### src/rtl/stream_to_mem_pkg.sv
// Shared definitions for the stream capture block: FSM encodings and state type.
package stream_to_mem_pkg;

  localparam logic [1:0] ST_IDLE  = 2'd0;
  localparam logic [1:0] ST_RUN   = 2'd1;
  localparam logic [1:0] ST_DRAIN = 2'd2;
  localparam logic [1:0] ST_DONE  = 2'd3;

  typedef enum logic [1:0] {
    IDLE  = ST_IDLE,
    RUN   = ST_RUN,
    DRAIN = ST_DRAIN,
    DONE  = ST_DONE
  } state_t;

endpackage

### src/rtl/stream_to_mem_if.sv
// Stream item interface between a stream source (master) and a consumer (slave).
// Handshake: an item transfers in any cycle where stream_rdy and stream_en are both high;
// stream_eos/stream_data are valid while stream_rdy is high, and the sink may drive
// stream_en combinationally from stream_rdy.
interface stream_to_mem_if #(
  parameter int datawidth = 8
) ();
  logic                 stream_rdy;
  logic                 stream_en;
  logic                 stream_eos;
  logic [datawidth-1:0] stream_data;

  modport master (output stream_rdy, stream_eos, stream_data, input stream_en);
  modport slave  (input stream_rdy, stream_eos, stream_data, output stream_en);
endinterface

### src/rtl/stream_to_mem.sv
// Captures a stream of items into memory from a base address until end-of-stream,
// bounded by a maximum word count; excess items are drained and flagged as overflow.
module stream_to_mem
  import stream_to_mem_pkg::*;
#(
  parameter int datawidth = 8,
  parameter int addrwidth = 10
) (
  input  logic                 oclk,
  input  logic                 oreset,
  stream_to_mem_if.slave       strm,
  input  logic                 start,
  input  logic [addrwidth-1:0] base_addr,
  input  logic [addrwidth:0]   max_len,
  output logic                 mem_we,
  output logic [addrwidth-1:0] mem_addr,
  output logic [datawidth-1:0] mem_wdata,
  output logic                 busy,
  output logic                 done,
  output logic                 overflow,
  output logic [addrwidth:0]   count,
  output state_t               dbg_state
);

  state_t               state_q, state_d;
  logic [addrwidth-1:0] base_q;
  logic [addrwidth:0]   max_q;
  logic                 capture;
  logic                 wr_en;
  logic                 ovf_set;

  always_ff @(posedge oclk or posedge oreset) begin
    if (oreset) state_q <= IDLE;
    else        state_q <= state_d;
  end

  always_comb begin
    state_d        = state_q;
    strm.stream_en = 1'b0;
    capture        = 1'b0;
    wr_en          = 1'b0;
    ovf_set        = 1'b0;
    case (state_q)
      IDLE: begin
        if (start) begin
          capture = 1'b1;
          state_d = RUN;
        end
      end
      RUN: begin
        strm.stream_en = strm.stream_rdy;
        if (strm.stream_rdy) begin
          if (strm.stream_eos)  state_d = DONE;
          else if (count < max_q) wr_en = 1'b1;
          else begin
            ovf_set = 1'b1;
            state_d = DRAIN;
          end
        end
      end
      DRAIN: begin
        strm.stream_en = strm.stream_rdy;
        if (strm.stream_rdy && strm.stream_eos) state_d = DONE;
      end
      DONE:    state_d = IDLE;
      default: state_d = IDLE;
    endcase
  end

  // Write port is registered: an item consumed this cycle appears on mem_* next cycle.
  always_ff @(posedge oclk or posedge oreset) begin
    if (oreset) begin
      base_q    <= '0;
      max_q     <= '0;
      count     <= '0;
      overflow  <= 1'b0;
      mem_we    <= 1'b0;
      mem_addr  <= '0;
      mem_wdata <= '0;
    end else begin
      mem_we <= wr_en;
      if (capture) begin
        base_q   <= base_addr;
        max_q    <= max_len;
        count    <= '0;
        overflow <= 1'b0;
      end
      if (wr_en) begin
        mem_addr  <= base_q + count[addrwidth-1:0];
        mem_wdata <= strm.stream_data;
        count     <= count + (addrwidth+1)'(1);
      end
      if (ovf_set) overflow <= 1'b1;
    end
  end

  assign busy      = (state_q != IDLE);
  assign done      = (state_q == DONE);
  assign dbg_state = state_q;

endmodule

### src/flat_wrapper.sv
// flat-port wrapper written by rule: the top's interface ports become plain ports
module stream_to_mem_flat import stream_to_mem_pkg::*;
#(
  parameter int datawidth = 8,
  parameter int addrwidth = 10
)
  (oclk, oreset, start, base_addr, max_len, mem_we, mem_addr, mem_wdata, busy, done, overflow, count, dbg_state, strm_stream_rdy, strm_stream_eos, strm_stream_data, strm_stream_en);
  stream_to_mem_if #(.datawidth(datawidth)) strm_i ();
  input  logic oclk;
  input  logic oreset;
  input  logic start;
  input  logic [addrwidth-1:0] base_addr;
  input  logic [addrwidth:0] max_len;
  output logic mem_we;
  output logic [addrwidth-1:0] mem_addr;
  output logic [datawidth-1:0] mem_wdata;
  output logic busy;
  output logic done;
  output logic overflow;
  output logic [addrwidth:0] count;
  output state_t dbg_state;
  input wire logic [$bits(strm_i.stream_rdy)-1:0] strm_stream_rdy;
  input wire logic [$bits(strm_i.stream_eos)-1:0] strm_stream_eos;
  input wire logic [$bits(strm_i.stream_data)-1:0] strm_stream_data;
  output wire logic [$bits(strm_i.stream_en)-1:0] strm_stream_en;
  assign strm_i.stream_rdy = strm_stream_rdy;
  assign strm_i.stream_eos = strm_stream_eos;
  assign strm_i.stream_data = strm_stream_data;
  assign strm_stream_en = strm_i.stream_en;
  stream_to_mem #(.datawidth(datawidth), .addrwidth(addrwidth)) u_core (.oclk(oclk), .oreset(oreset), .strm(strm_i), .start(start), .base_addr(base_addr), .max_len(max_len), .mem_we(mem_we), .mem_addr(mem_addr), .mem_wdata(mem_wdata), .busy(busy), .done(done), .overflow(overflow), .count(count), .dbg_state(dbg_state));
endmodule
### config.mk
export PLATFORM = sky130hd
export DESIGN_NAME = stream_to_mem_flat
export DESIGN_NICKNAME = d
export VERILOG_FILES = /design/src/rtl/stream_to_mem_pkg.sv /design/src/rtl/stream_to_mem_if.sv /design/src/rtl/stream_to_mem.sv /design/src/flat_wrapper.sv
export SDC_FILE = /design/constraint.sdc
export NUM_CORES = 1
export LEC_CHECK = 0
export ABC_AREA = 1
export BUFFER_PORTS_ARGS = -buffer_cell sky130_fd_sc_hd__buf_2
export CAP_MARGIN = 20
export CORE_UTILIZATION = 40
export CTS_CLUSTER_DIAMETER = 120
export DETAILED_ROUTE_END_ITERATION = 10
export PLACE_DENSITY_LB_ADDON = 0.3
export SYNTH_ARGS = -nofsm -noshare
export SYNTH_HDL_FRONTEND = slang
export SYNTH_SLANG_ARGS = --single-unit
export TNS_END_PERCENT = 50
### constraint.sdc
create_clock -name oclk -period 1.6 [get_ports oclk]
set_input_delay 0.4 -clock oclk [delete_from_list [all_inputs] [get_ports oclk]]
set_output_delay 0.4 -clock oclk [all_outputs]
set_load 0.005 [all_outputs]
==> key figures, run 1 <==
Timing
  – Max transition margin: between 80% and 90%
  – # setup viols final: 30
  – Post-route clock period utilization: 107%
  – Clock skew after layout: about 0.013 ns
  – Max Slew Vio Count: 0
  – Worst Tran Pin Value: around 0.3 ns
  – Max Freq: roughly 580 MHz
  – Final Hold Fails: 0
  – Worst Hold Slack: between 0.1 and 0.15 ns
  – Final WS setup: -0.119 ns
  – Post-layout minimum cycle time: 1.72 ns
  – RSZ-0062 raised after global routing: yes

Yosys
  – Mapped Nets: ~450
  – Synth unique cells: 27
  – Sequential cell area fraction in the yosys report: 43.9%
  – Syn Std Cell Area: 0.00308 mm2
  – Ys Warns: 0
  – Mean Syn Cell Area: between 7 and 8 um2
  – Synth top area share: roughly 44%
  – Top FF cell, synth: dfrtp_1
  – Yosys top cell by area: dfrtp_1
  – Largest cells by area after synthesis: dfrtp_1, nand2_1, ha_1
  – Async S/R FF share, synth: 100%
  – Post-synth EDFFs: 0
  – Mapped Cells: 391
  – FF+latch count, synth: 54

Power
  – Worst vdd ir: ~0.7 mV
  – Cell area power density: 1390 mW/mm2
  – P_leak: between 0.002 and 0.0025 uW
  – Total power: approximately 6000 uW

Die
  – Die X-Extent: about 90 um
  – Starting density of the core: a little over two fifths
  – Die area: between 0.008 and 0.009 mm2
  – Core area: about 0.0073 mm2
  – Die Height: ~90 um
  – Row cnt: 31
  – IO Count: 70

Finish
  – Util after Layout: about three fifths
  – Post-route cell area: 0.00432 mm2
  – N_diodes: 0
  – Share of layout cells above drive strength 1: ~39%
  – Fin nets: 564
  – Synth-to-Final Area Change: 40.5%

Route
  – Pre-antenna DRT Iters: 4
  – Post-route DRC: 0
  – Drt initial violations: between 150 and 200
  – Final antenna-violating net count: 0
  – Via density: roughly 4.7
  – Routed length per instance: roughly 13 um
  – Final WL: about 7600 um
  – Vias: 2844

Global routing
  – Vias in the first global route: around 2800
  – Gr usage total: between 10% and 20%
  – GRT Residual Overflow: 0
  – Largest net degree at the start of global routing: 55
  – First-pass GRT wire length: around 13000 um
  – Initial antenna violation count: 0

Status
  – Failing checks: setup timing
  – Status: finished with violations

CTS
  – CTS tree: done
  – Root Driver: clkbuf_8
  – Worst-Skew Late Latency: just over 0.3 ns
  – CTS sink count: 54
  – Cts hold-fix bufs: 0
  – CTS Buffer Depth: 2
  – Clock Pin Slew Worst Setup and Hold Paths: ~0.1 ns
  – H-tree level count: 2
  – CTS buffer count: 5

Placement
  – Port-buffer cells: 69
  – Detail Placement HPWL: ~5500 um
  – GP Congestion: 0.864
  – Placed Area: roughly 0.0038 mm2

Setup path
  – Reg2reg path depth: 11
  – R2R Setup Slk: -0.12 ns
  – CP Max Fanout: 7
  – Worst r2r dst: u_core.count[8]$_DFFE_PP0P_
  – Largest delay share family, worst path: simple AND/OR/NAND/NOR gates
  – Crit-path slowest cell: dfrtp_1
  – CP Capture Type: register
  – Worst reg2reg startpoint: u_core.count[7]$_DFFE_PP0P_
  – Critical setup path kind: register to register
  – CP Data Arrival Time: roughly 1.9 ns
  – CP most frequent cell: nand2_2
  – Worst-path cell chain: ha_1 > nand2_1 > inv_2 > nand2_2 > nor2_2 > nand2_2 > nand4_4 > clkinv_4 > buf_12 > nand2_2 > nand2_2
  – Critical path buffer and inverter count: 3
  – CP Data Required Time: between 1.5 and 2 ns
  – CP Launch Type: register
  – Critical Path Max Stage Delay: 0.41 ns

Flow run
  – Max cap viols: 0

Worst hold path
  – Hold WC Path Type: primary input to async pin
[metal layers]
layer | part of all wire, % | track usage [%] | vias to the layer above
li1 | - | - | 1450
met1 | 46 | 26.0 | 1325
met2 | 48 | 33.1 | 59
met3 | 3.9 | 2.71 | 10
met4 | 1.6 | 5.19 | 0
met5 | 0 | 0 | -
[power breakdown]
group / leakage (uW) / switching (uW) / internal (uW)
Combinational: 0.00171 / 1610 / 1510
Clock: 0.0000373 / 435 / 301
Sequential: 0.000693 / 303 / 1870
[through the flow]
stage / worst slack, ns / instances / TNS, ns
final: -0.119 / 603 / -2.32
after global placement: -0.175 / 592 / -4.68
after detailed placement: -0.233 / 592 / -6.31
after floorplan: -0.0906 / 391 / -1.02
after global routing: -0.208 / 603 / -5.20
after CTS: -0.0784 / 603 / -1.15
[repair_timing]
| action | 4_1_cts | 5_1_grt |
|---|---|---|
| cloned | 2 | 0 |
| pin swaps | 28 | 21 |
| resized for setup | 41 | 50 |
| setup buffers | 3 | 0 |
| setup endpoints to repair | 35 | 35 |
[cells by family (layout without fill, tap and decap cells)]
group | count (synthesis) | in the layout | synth area share [%]
flip-flops | 54 | 54 | 43.9
adder cells (fa/ha/maj) | 26 | 26 | 10.8
buffers and inverters | 53 | 166 | 7.40
AO/OA/AOI/OAI | 27 | 27 | 4.72
AND/OR/NAND/NOR | 216 | 216 | 28.9
XOR/XNOR | 15 | 15 | 4.27
[placed cells by master (no fill, tap or decap), types with 2 or more instances in the layout]
| cell | n |
|---|---|
| buf_2 | 68 |
| ha_2 | 2 |
| o21ai_1 | 3 |
| xnor2_1 | 5 |
| ha_4 | 12 |
| nand2_1 | 130 |
| nand4_1 | 6 |
| inv_2 | 10 |
| a21oi_1 | 4 |
| nand2_4 | 6 |
| clkinvlp_4 | 2 |
| nor2_2 | 3 |
| buf_6 | 8 |
| buf_4 | 37 |
| buf_12 | 2 |
| xor2_1 | 9 |
| inv_1 | 31 |
| nand2_2 | 30 |
| a21oi_2 | 3 |
| nand3_1 | 25 |
| o21ai_0 | 11 |
| ha_1 | 11 |
| dfrtp_1 | 54 |
| clkbuf_8 | 5 |
| nor2_1 | 11 |
[tightest hold or removal path, cell delays in order]
cell and delay [ns]:
buf_2 0.11, clkinvlp_4 0.07, buf_12 0.27
[state kept, by name (all words and copies together) (netlist names)]
signal	count
u_core.mem_we	1
u_core.max_q	11
u_core.mem_addr	10
u_core.count	11
u_core.mem_wdata	8
u_core.dbg_state	2
u_core.overflow	1
u_core.base_q	10
[worst max path at each step]
stage,cells past startpoint,endpoint,from
2_1_floorplan,10,u_core.mem_addr[8]$_DFFE_PP0P_,u_core.count[0]$_DFFE_PP0P_
3_3_place_gp,8,u_core.mem_addr[6]$_DFFE_PP0P_,u_core.count[2]$_DFFE_PP0P_
3_5_place_dp,8,u_core.mem_addr[2]$_DFFE_PP0P_,u_core.count[2]$_DFFE_PP0P_
4_1_cts,6,strm_stream_en,u_core.dbg_state[1]$_DFFE_PP0P_
5_1_grt,11,u_core.count[8]$_DFFE_PP0P_,u_core.count[7]$_DFFE_PP0P_
6_report,11,u_core.count[8]$_DFFE_PP0P_,u_core.count[7]$_DFFE_PP0P_
[layout make-up]
class	instances	area, um2
clock buffer	6	72.6
clock inverter	1	7.51
fill	652	3010
inverter	43	170
multi-input combinational	284	1820
sequential	54	1350
tap	99	124
timing repair buffer	116	776
[cells in the mapped netlist (2+ instances only)]
library cell  number
nand2_1          166
xor2_1            10
nor2_1            14
a21oi_1            8
clkbuf_1           4
xnor2_1            5
nand3_1           25
ha_1              25
nand4_1            6
dfrtp_1           54
buf_4              3
o21ai_0           12
inv_1             42
buf_6              2
o21ai_1            3
(Power assumes the default switching activity.)
==> run 2, diff against run 1 <==
--- a/config.mk
+++ b/config.mk
@@ -10,3 +10,5 @@
 export CAP_MARGIN = 20
-export CORE_UTILIZATION = 40
+export CELL_PAD_IN_SITES_DETAIL_PLACEMENT = 0
+export CELL_PAD_IN_SITES_GLOBAL_PLACEMENT = 1
+export CORE_UTILIZATION = 35
 export CTS_CLUSTER_DIAMETER = 120
--- a/constraint.sdc
+++ b/constraint.sdc
@@ -3,2 +3,2 @@
 set_output_delay 0.4 -clock oclk [all_outputs]
-set_load 0.005 [all_outputs]
+set_load 0.1 [all_outputs]
==> run 2 against run 1 <==
  * The flow still finishes with violations (setup timing)
  * Combinational power grew 78%
  * Routed wire length up 2.9%
  * Via count barely moved
  * Cell count rose by 1.5%
  * Die area up 14%
  * Setup slack got worse by 0.037 ns
  * Non-clock buffer count increased by 2
  * Sequential power rose by 2%
  * Utilization down 3.9 points
  * Clock skew fell by 0.0038 ns
  * Global-route usage down 0.58 points
  * Largest power group unchanged
  * Sequential share of layout area is 1.6 points lower
==> key figures, run 2 (synthesized netlist as in run 1, its figures left out) <==
Setup path
  – CP Data Required Time: ~1.2 ns
  – Worst-path cell chain: inv_4 > ha_4 > nand2_4 > clkinvlp_4 > buf_12
  – Largest delay share family, worst path: flip-flops
  – Worst r2r dst: u_core.dbg_state[0]$_DFFE_PP0P_
  – Critical path buffer and inverter count: 3
  – CP Launch Type: register
  – CP Capture Type: output port
  – Crit-path slowest cell: dfrtp_2
  – Reg2reg path depth: 9
  – Critical Path Max Stage Delay: between 0.4 and 0.5 ns
  – Critical setup path kind: register to output port
  – Worst reg2reg startpoint: u_core.count[6]$_DFFE_PP0P_
  – CP Data Arrival Time: roughly 1.4 ns
  – R2R Setup Slk: -0.08 ns
  – CP Max Fanout: 2

Timing
  – Worst Hold Slack: roughly 0.058 ns
  – Max Freq: 570 MHz
  – # setup viols final: 35
  – RSZ-0062 raised after global routing: yes
  – Final Hold Fails: 0
  – Post-layout minimum cycle time: roughly 1.8 ns
  – Post-route clock period utilization: 110%
  – Max Slew Vio Count: 0
  – Clock skew after layout: 0.00953 ns
  – Max transition margin: 67.5%
  – Final WS setup: -0.155 ns
  – Worst Tran Pin Value: 0.490 ns

CTS
  – H-tree level count: 2
  – CTS tree: done
  – CTS Buffer Depth: 2
  – CTS sink count: between 50 and 60
  – Root Driver: clkbuf_8
  – Clock Pin Slew Worst Setup and Hold Paths: about 0.10 ns
  – Worst-Skew Late Latency: a little over 0.3 ns
  – CTS buffer count: 5

Route
  – Pre-antenna DRT Iters: 4
  – Routed length per instance: 12.8 um
  – Post-route DRC: 0
  – Final antenna-violating net count: 0
  – Vias: about 2800
  – Drt initial violations: approximately 90
  – Final WL: roughly 7800 um
  – Via density: roughly 4.7

Global routing
  – GRT Residual Overflow: 0
  – First-pass GRT wire length: between 10000 and 15000 um
  – Gr usage total: between 10% and 20%
  – Largest net degree at the start of global routing: 28
  – Vias in the first global route: approximately 2800
  – Initial antenna violation count: 0

Finish
  – Share of layout cells above drive strength 1: between 30% and 40%
  – # fillers: 788
  – Util after Layout: 55.1%
  – Final instance count without filler cells: between 600 and 700
  – Commonest non-fill, non-tap cells in the layout: nand2_1, buf_2, dfrtp_1
  – Multi-input logic area: 0.00179 mm2
  – Largest regs: u_core.count (11), u_core.max_q (11)
  – Post-route cell area: roughly 0.0046 mm2
  – Fin nets: 566
  – Most common cell after layout, fill and taps aside: nand2_1
  – Synth-to-Final Area Change: 50.0%
  – FF+latch area: around 0.0014 mm2
  – N_diodes: 0

Power
  – P_leak: approximately 0.0024 uW
  – Worst vdd ir: around 1.5 mV
  – Cell area power density: about 1900 mW/mm2

Die
  – Die X-Extent: between 90 and 100 um
  – Starting density of the core: between 30% and 40%
  – Die area: between 0.009 and 0.01 mm2
  – Row cnt: 33
  – IO Count: 70
  – Die Height: ~96 um
  – Core area: between 0.008 and 0.009 mm2

Placement
  – Detail Placement HPWL: approximately 5700 um
  – Port-buffer cells: between 60 and 70
  – GP Congestion: between 0.8 and 0.9
  – Placed cells: ~600
  – Placed Area: roughly 0.0043 mm2

Status
  – Failing checks: setup timing
  – Status: finished with violations

Worst hold path
  – Hold WC Path Type: primary input to async pin

Flow run
  – Max cap viols: 0
-- run 2: cell count changes in the layout (fill, tap and decap cells not counted), moves of 3 or more --
cell / previous run / this run
buf_2: 68 / 53
buf_4: 37 / 34
nand2_1: 130 / 159
buf_12: 2 / 19
nand2_4: 6 / 1
ha_4: 12 / 16
ha_1: 11 / 8
inv_2: 10 / 6
dfrtp_2: 0 / 14
nand3_2: 0 / 7
nand2_2: 30 / 6
dfrtp_1: 54 / 40
buf_6: 8 / 12
nand3_1: 25 / 18
-- run 2: power breakdown --
group          internal (uW)  leakage, uW  total, uW  switching (uW)
combinational           1770      0.00172       5550            3780
clock                    468    0.0000514        931             464
sequential              1890     0.000671       2220             336
total                   4120      0.00244       8700            4580
-- run 2: area by class of cell --
cell class / instances / area share [%]
multi-input combinational: 284 / 38.8
sequential: 54 / 29.6
timing repair buffer: 118 / 22.4
inverter: 43 / 3.93
tap: 105 / 2.85
clock buffer: 6 / 1.57
clock inverter: 2 / 0.813
-- run 2: per-layer routing --
layer	up-vias	track usage [%]	wire length, um
li1	1456	-	-
met1	1329	24.1	3790
met2	57	33.0	3740
met3	4	3.40	249
met4	0	4.48	53
met5	-	0	0
-- run 2: worst max-delay path by stage --
stage                     slack (ns)  cells after the start                        endpoint                       startpoint
final                          -0.16                      5                  strm_stream_en  u_core.dbg_state[1]$_DFFE_PP0P_
after global routing           -0.20                      5                  strm_stream_en  u_core.dbg_state[1]$_DFFE_PP0P_
after CTS                      -0.16                      5                  strm_stream_en  u_core.dbg_state[1]$_DFFE_PP0P_
after detailed placement       -0.09                      9  u_core.mem_addr[5]$_DFFE_PP0P_      u_core.count[2]$_DFFE_PP0P_
after global placement         -0.07                     10  u_core.mem_addr[9]$_DFFE_PP0P_      u_core.count[7]$_DFFE_PP0P_
after floorplan                -0.34                      4                  strm_stream_en  u_core.dbg_state[0]$_DFFE_PP0P_
-- run 2: repair_timing --
action,4_1_cts,5_1_grt
setup buffers,6,0
pin swaps,6,3
hold buffers,0,0
gates cloned,0,0
gates resized for setup,37,8
setup endpoints to repair,36,38
-- run 2: stage by stage --
stage	power [uW]	setup slack [ns]	TNS (ns)
6_report	8700	-0.155	-1.86
5_1_grt	9290	-0.202	-4.30
4_1_cts	8700	-0.164	-0.981
3_5_place_dp	7410	-0.0889	-1.44
3_3_place_gp	7320	-0.0684	-0.693
2_1_floorplan	6010	-0.342	-16.85
